==> src/rtl/vga_out.sv <==
// Raster timing generator and registered VGA pin stage (640x480@60 Hz by default).
// Optional build macro VGA_BORDER_EN forces a white 1-pixel frame around the visible area.
module vga_out #(
    parameter int H_ACTIVE = 640,
    parameter int H_FP     = 16,
    parameter int H_SYNC   = 96,
    parameter int H_BP     = 48,
    parameter int V_ACTIVE = 480,
    parameter int V_FP     = 10,
    parameter int V_SYNC   = 2,
    parameter int V_BP     = 33,
    parameter int PIX_DIV  = 4
) (
    input  logic        clk,
    input  logic        rst,
    input  logic [11:0] rgb_in,
    output logic [9:0]  col,
    output logic [9:0]  row,
    output logic        pix_en,
    output logic        frame_start,
    output logic        hs,
    output logic        vs,
    output logic [3:0]  r,
    output logic [3:0]  g,
    output logic [3:0]  b
);

    localparam int H_TOTAL = H_ACTIVE + H_FP + H_SYNC + H_BP;
    localparam int V_TOTAL = V_ACTIVE + V_FP + V_SYNC + V_BP;
    localparam int DIV_W   = (PIX_DIV > 1) ? $clog2(PIX_DIV) : 1;

    localparam logic [DIV_W-1:0] DIV_LAST = DIV_W'(PIX_DIV - 1);
    localparam logic [9:0] H_LAST = 10'(H_TOTAL - 1);
    localparam logic [9:0] V_LAST = 10'(V_TOTAL - 1);
    localparam logic [9:0] H_VIS  = 10'(H_ACTIVE);
    localparam logic [9:0] V_VIS  = 10'(V_ACTIVE);
    localparam logic [9:0] HS_BEG = 10'(H_ACTIVE + H_FP);
    localparam logic [9:0] HS_END = 10'(H_ACTIVE + H_FP + H_SYNC);
    localparam logic [9:0] VS_BEG = 10'(V_ACTIVE + V_FP);
    localparam logic [9:0] VS_END = 10'(V_ACTIVE + V_FP + V_SYNC);

    logic [DIV_W-1:0] div_q, div_d;
    logic [9:0]       hCnt_q, hCnt_d;
    logic [9:0]       vCnt_q, vCnt_d;
    logic [11:0]      rgb_q, rgb_d;
    logic             hs_q, hs_d;
    logic             vs_q, vs_d;
    logic             frameStart_q, frameStart_d;
    logic             de;
    logic             onBorder;

    assign pix_en = (div_q == DIV_LAST);

    always_comb begin
        div_d  = div_q + DIV_W'(1);
        hCnt_d = hCnt_q;
        vCnt_d = vCnt_q;
        if (pix_en) begin
            div_d = '0;
            if (hCnt_q == H_LAST) begin
                hCnt_d = '0;
                vCnt_d = (vCnt_q == V_LAST) ? 10'd0 : vCnt_q + 10'd1;
            end else begin
                hCnt_d = hCnt_q + 10'd1;
            end
        end
    end

`ifdef VGA_BORDER_EN
    assign onBorder = (hCnt_q == 10'd0) || (hCnt_q == 10'(H_ACTIVE - 1)) ||
                      (vCnt_q == 10'd0) || (vCnt_q == 10'(V_ACTIVE - 1));
`else
    assign onBorder = 1'b0;
`endif

    // Pin values are decoded from the counters before they advance, so pins lag col/row by one pixel.
    always_comb begin
        de           = (hCnt_q < H_VIS) && (vCnt_q < V_VIS);
        rgb_d        = 12'h000;
        if (de) begin
            rgb_d = onBorder ? 12'hFFF : rgb_in;
        end
        hs_d         = !((hCnt_q >= HS_BEG) && (hCnt_q < HS_END));
        vs_d         = !((vCnt_q >= VS_BEG) && (vCnt_q < VS_END));
        frameStart_d = pix_en && (hCnt_q == H_LAST) && (vCnt_q == V_LAST);
    end

    always_ff @(posedge clk) begin
        if (rst) begin
            div_q        <= '0;
            hCnt_q       <= '0;
            vCnt_q       <= '0;
            rgb_q        <= 12'h000;
            hs_q         <= 1'b1;
            vs_q         <= 1'b1;
            frameStart_q <= 1'b0;
        end else begin
            div_q        <= div_d;
            hCnt_q       <= hCnt_d;
            vCnt_q       <= vCnt_d;
            frameStart_q <= frameStart_d;
            if (pix_en) begin
                rgb_q <= rgb_d;
                hs_q  <= hs_d;
                vs_q  <= vs_d;
            end
        end
    end

    assign col         = hCnt_q;
    assign row         = vCnt_q;
    assign frame_start = frameStart_q;
    assign hs          = hs_q;
    assign vs          = vs_q;
    assign r           = rgb_q[11:8];
    assign g           = rgb_q[7:4];
    assign b           = rgb_q[3:0];

endmodule
==> config.mk <==
export PLATFORM = sky130hd
export DESIGN_NAME = vga_out
export DESIGN_NICKNAME = d
export VERILOG_FILES = /design/src/rtl/vga_out.sv
export SDC_FILE = /design/constraint.sdc
export NUM_CORES = 1
export LEC_CHECK = 0
export BUFFER_PORTS_ARGS = -buffer_cell sky130_fd_sc_hd__buf_4
export CAP_MARGIN = 0
export CORE_MARGIN = 5
export CORE_UTILIZATION = 45
export CTS_BUF_LIST = sky130_fd_sc_hd__clkbuf_4 sky130_fd_sc_hd__clkbuf_8
export DETAILED_ROUTE_END_ITERATION = 8
export PLACE_DENSITY = 0.84
export SLEW_MARGIN = 20
export SYNTH_ARGS = -nofsm -noshare
export SYNTH_HDL_FRONTEND = slang
export SYNTH_SLANG_ARGS = --single-unit
==> constraint.sdc <==
create_clock -name clk -period 3.5 [get_ports clk]
set_clock_uncertainty 0.15 [all_clocks]
set_input_delay 0.7 -clock clk [delete_from_list [all_inputs] [get_ports clk]]
set_output_delay 0.7 -clock clk [all_outputs]
set_load 0.05 [all_outputs]
* Word level (Yosys, flattened, before mapping)
Index checks and enable logic that the tools add are counted.
** Word-level totals
- Output and inout port bits :: 36
- Input bits :: 14
- Register bits :: 37
** Operators by class
- Muxes and demuxes :: 3
- Add/subtract/negate cells :: 3
- $lt $le $gt $ge :: 6
- Equality and inequality tests :: 3
- Reductions and logical operators :: 9
** Operators by type and width (number)
- 10-bit by 1-bit adder with 10-bit output (second input constant) :: 2
- 10-bit equality test (second input constant) :: 2
- 10-bit less-than comparator (second input constant) :: 2
- 10-bit by 9-bit less-than comparator with 1-bit output (second input constant) :: 2
- 10-bit two-way mux :: 2
- 12-bit two-way mux :: 1
- 10-bit >= comparator (second input constant) :: 1
- 10-bit by 9-bit >= comparator with 1-bit output (second input constant) :: 1
- 1-bit logical AND :: 5
- 2-bit by 1-bit adder with 2-bit output (second input constant) :: 1
- 2-bit equality test (second input constant) :: 1
- 1-bit zero test :: 2
- 2-bit AND reduction :: 1
- 2-bit OR reduction :: 1

* Depth between registers and ports, before layout
- Depth after elaboration :: 3
- Mapped depth :: 6

* Worst setup path before layout
OpenSTA, ideal clock, no wires.
- Kind :: register to register
- From :: register hCnt_q[0], in the netlist col[0]
- To :: register vCnt_q[6], in the netlist row[6]
- Path buffers :: 1
- Required time :: 3.280 ns
- Cell stages (with the launch flop) :: 7
- Data arrival time :: 2.233 ns
- Path slack :: 1.047 ns
- Period minus slack after synthesis :: 2.453 ns
- Path through :: dfxtp_1 > ha_1 > nand4bb_4 > or4_4 > buf_6 > or3_1 > a21oi_1
** On the way
- Longest elaborated chain between the ends :: 2
** Ends and longest elaborated chain
- start, declared :: RTL line 43 : logic [9:0] hCnt_q, hCnt_d;
- start signal, assigned :: RTL line 99 : hCnt_q <= hCnt_d;
- 10-bit equality test :: RTL line 60 : if (hCnt_q == H_LAST) begin
- 2-bit AND reduction (no source line)
- end signal, assigned :: RTL line 100 : vCnt_q <= vCnt_d;
- end, declared :: RTL line 44 : logic [9:0] vCnt_q, vCnt_d;
Every way passes these cells.
A chain may end at the register's enable or synchronous reset.

* Worst setup path in the final report
- From :: register div_q[0]
- To :: register vCnt_q[0], in the netlist row[0]
** On the way
- Longest elaborated chain between the ends :: 2
** Ends and longest elaborated chain
- start, declared :: RTL line 42 : logic [DIV_W-1:0] div_q, div_d;
- start signal, assigned :: RTL line 98 : div_q <= div_d;
- 2-bit equality test :: RTL line 52 : assign pix_en = (div_q == DIV_LAST);
- 2-bit AND reduction (no source line)
Every way passes these cells.

==> summary.txt <==
Die
  • Core footprint: 3360 um^2
  • Initial cell density of the core: 47.0%
  • Die Width: 69.3 um
  • Die area: 4800 um^2
  • Die Span Y: 69.3 um
  • # rows: 21
  • IO Pins: 50

Global routing
  • GRT overflow: 0
  • Initial antenna violation count: 0
  • Total track usage: 16.0%
  • Vias in the first global route: 1359
  • First-pass GRT wire length: 6.26 mm
  • Largest net degree at the start of global routing: 16

Routing
  • Total routed wirelength: 3.72 mm
  • Highest routed layer: met4
  • Metal-1 WL: 1.62 mm
  • Antenna viol nets, final: 0
  • Met3 routed WL: 263 um
  • Met2 routed WL: 1.78 mm
  • Via count: 1410
  • DRC Markers: 0
  • Drt first-iter violations: 144
  • Via/cell ratio: 5.34
  • Avg WL per Cell: 14.1 um
  • First-pass DRT Iterations: 4

Clock tree
  • Quantity of gates resized following cts: 0
  • Clk_lat worst skew: 350 ps
  • TritonCTS clock tree: yes
  • Clock sinks: 37
  • CTS H-tree lvls: 2
  • Hold-fix buffers, CTS: 0
  • Post-CTS Setup Repair Bufs: 0
  • Inserted Clock Buffers: 5
  • Clock Pin Slew Worst Setup and Hold Paths: 110 ps
  • Clk root buf: clkbuf_4
  • Max clock buf depth: 2

Pwr
  • Leak pwr: 0.000822 uW
  • Sw Pwr: 201 uW
  • Switching Share: 24.8%
  • Worst vdd ir: 0.211 mV
  • Combinational Power Share: 10.0%
  • Clock share of power: 35.8%
  • Flop pwr share: 54.2%
  • PwrDens: 394 nW/um^2
  • Internal: 607 uW

Worst setup path
  • CP Launch Type: register
  • WS Path Type: register to register
  • Critical path capture point type: register
  • Buffers plus inverters on the worst setup path: 1
  • Req. time, crit path: 3600 ps
  • CP peak stage delay: 650 ps
  • CP max stage cell: or4_4
  • Crit path DAT: 2460 ps
  • Delay-heaviest family, CP: simple AND/OR/NAND/NOR gates
  • CP cell instances: ha_1 > inv_1 > or4_4 > o21bai_2 > nor2_1
  • CP Max Fanout: 15

Synth
  • YS warnings: 0
  • Dominant cell type by area after synthesis: dfxtp_1
  • Number of synthesized register bits: 37
  • Area contributors post-synth: dfxtp_1, a22o_1, ha_1, xnor2_1, nor2_1
  • Synth Area in Adders: 3.96%
  • Multiplexer share of the synthesized area: 0%
  • Seq/Total Area, Yosys: 46.9%
  • XOR/XNOR Fraction of Synth Area: 6.10%
  • Compound-Gate Fraction of Synth Area: 14.0%
  • Cell area after synthesis: 1580 um^2
  • Synth top area share: 46.9%
  • Number of distinct library cells after synthesis: 35
  • Main combinational cell family by area after synthesis: simple AND/OR/NAND/NOR gates
  • Post-Syn Area per Cell: 9.41 um^2
  • Synth Area in Simple Gates: 24.9%
  • Cells after Synth: 168
  • Post-Syn Nets: 187

Placement
  • DP HPWL: 2.70 mm
  • Gpl congestion: 0.827
  • Area after DPL: 1980 um^2
  • IO buf count: 49
  • Placed insts: 257

Cells and area
  • Most frequent cells in the layout: buf_4, dfxtp_1, nor2_1, a22o_1
  • Final nets: 237
  • Post-route cell area: 2050 um^2
  • Commonest non-fill, non-tap cell in the layout: buf_4
  • P&R area growth vs syn: 29.8%
  • Cell Count, Final, Fillers Out: 264
  • Layout cells sized above 1: 28.4%
  • Antenna Cells: 0

Flow run
  • Max-cap violation count: 0

Timing
  • Fin. max-slew vios: 0
  • RSZ-0062 raised after global routing: false
  • Min Tclk post-route: 2360 ps
  • Max Fclk: 423 MHz
  • Slew headroom: 46.2%
  • Hold Vio Cnt, Final: 0
  • Crit share post-route: 67.5%
  • Final setup fails: 0
  • Fin Setup TNS: 0 ps
  • Worst Max-Slew Pin Slew: 804 ps

Status
  • Status: completed

Hold path
  • HP Class: register to register
cell type report:
cell class	instances	area, um^2
clock buffer	5	37.5
multi-input combinational	116	774
timing repair buffer	50	375
fill	320	1310
tap	46	57.6
sequential	37	741
clock inverter	2	35.0
inverter	8	30.0
layer usage:
layer | GRT usage (%) | up-vias
met4 | 7.81 | 0
met5 | 0 | -
met2 | 26.6 | 48
met1 | 18.5 | 656
li1 | - | 700
met3 | 5.07 | 6
through the flow:
step	util, %	setup WS (ps)	total power, uW	hold slack, ps
after floorplan	-	1050	499	254
after global placement	58.8	1230	528	261
after detailed placement	58.8	1140	529	271
after CTS	61.0	1130	813	287
after global routing	61.0	925	833	309
final	61.0	1140	807	282
cells by family after synthesis:
| group | count (synthesis) |
|---|---|
| buf+inv | 15 |
| fa+ha+maj | 5 |
| compound gates | 32 |
| flops | 37 |
| simple gates | 68 |
| xor+xnor | 11 |
synthesized netlist by cell type:
cell type / count
nand4bb_4: 1
buf_2: 1
nor3_1: 9
clkbuf_1: 4
o31ai_1: 2
or4_1: 3
and3_2: 1
and2_1: 1
or3_1: 6
nand2_2: 1
a31oi_1: 1
nand4_1: 8
buf_1: 1
or4_4: 1
xnor2_1: 7
dfxtp_1: 37
and3_1: 2
nor2_1: 15
xor2_1: 4
a21oi_1: 9
ha_1: 5
a22o_1: 12
nand3b_1: 1
inv_1: 8
o21ai_0: 6
buf_6: 1
nand4bb_1: 1
nand3_1: 6
nand2_1: 7
o21bai_2: 1
nor4_1: 2
or2b_1: 1
nor4bb_1: 1
nand2b_1: 1
a211o_1: 1
worst paths after layout:
path	slack (ps)	start	to	cells after the start
hold reg to reg	280	div_q[0]$_SDFF_PP0_	div_q[0]$_SDFF_PP0_	1
hold / removal	280	div_q[0]$_SDFF_PP0_	div_q[0]$_SDFF_PP0_	1
setup / recovery	1140	div_q[0]$_SDFF_PP0_	row[0]$_SDFFE_PP0P_	5
setup reg to reg	1140	div_q[0]$_SDFF_PP0_	row[0]$_SDFFE_PP0P_	5
sequential cells by signal (all words and copies together) (netlist names):
name / flops
col: 10
div_q: 2
frame_start: 1
hs: 1
rgb_q: 12
row: 10
vs: 1
power groups by stage:
stage | Combinational [uW] | Sequential (uW) | Clock [uW]
after global placement | 81.2 | 447 | 0
final | 81.1 | 437 | 289
after global routing | 87.5 | 439 | 307
after detailed placement | 81.8 | 447 | 0
after CTS | 81.8 | 438 | 293
after floorplan | 26.6 | 472 | 0
Power figures use the tool's default switching activity.
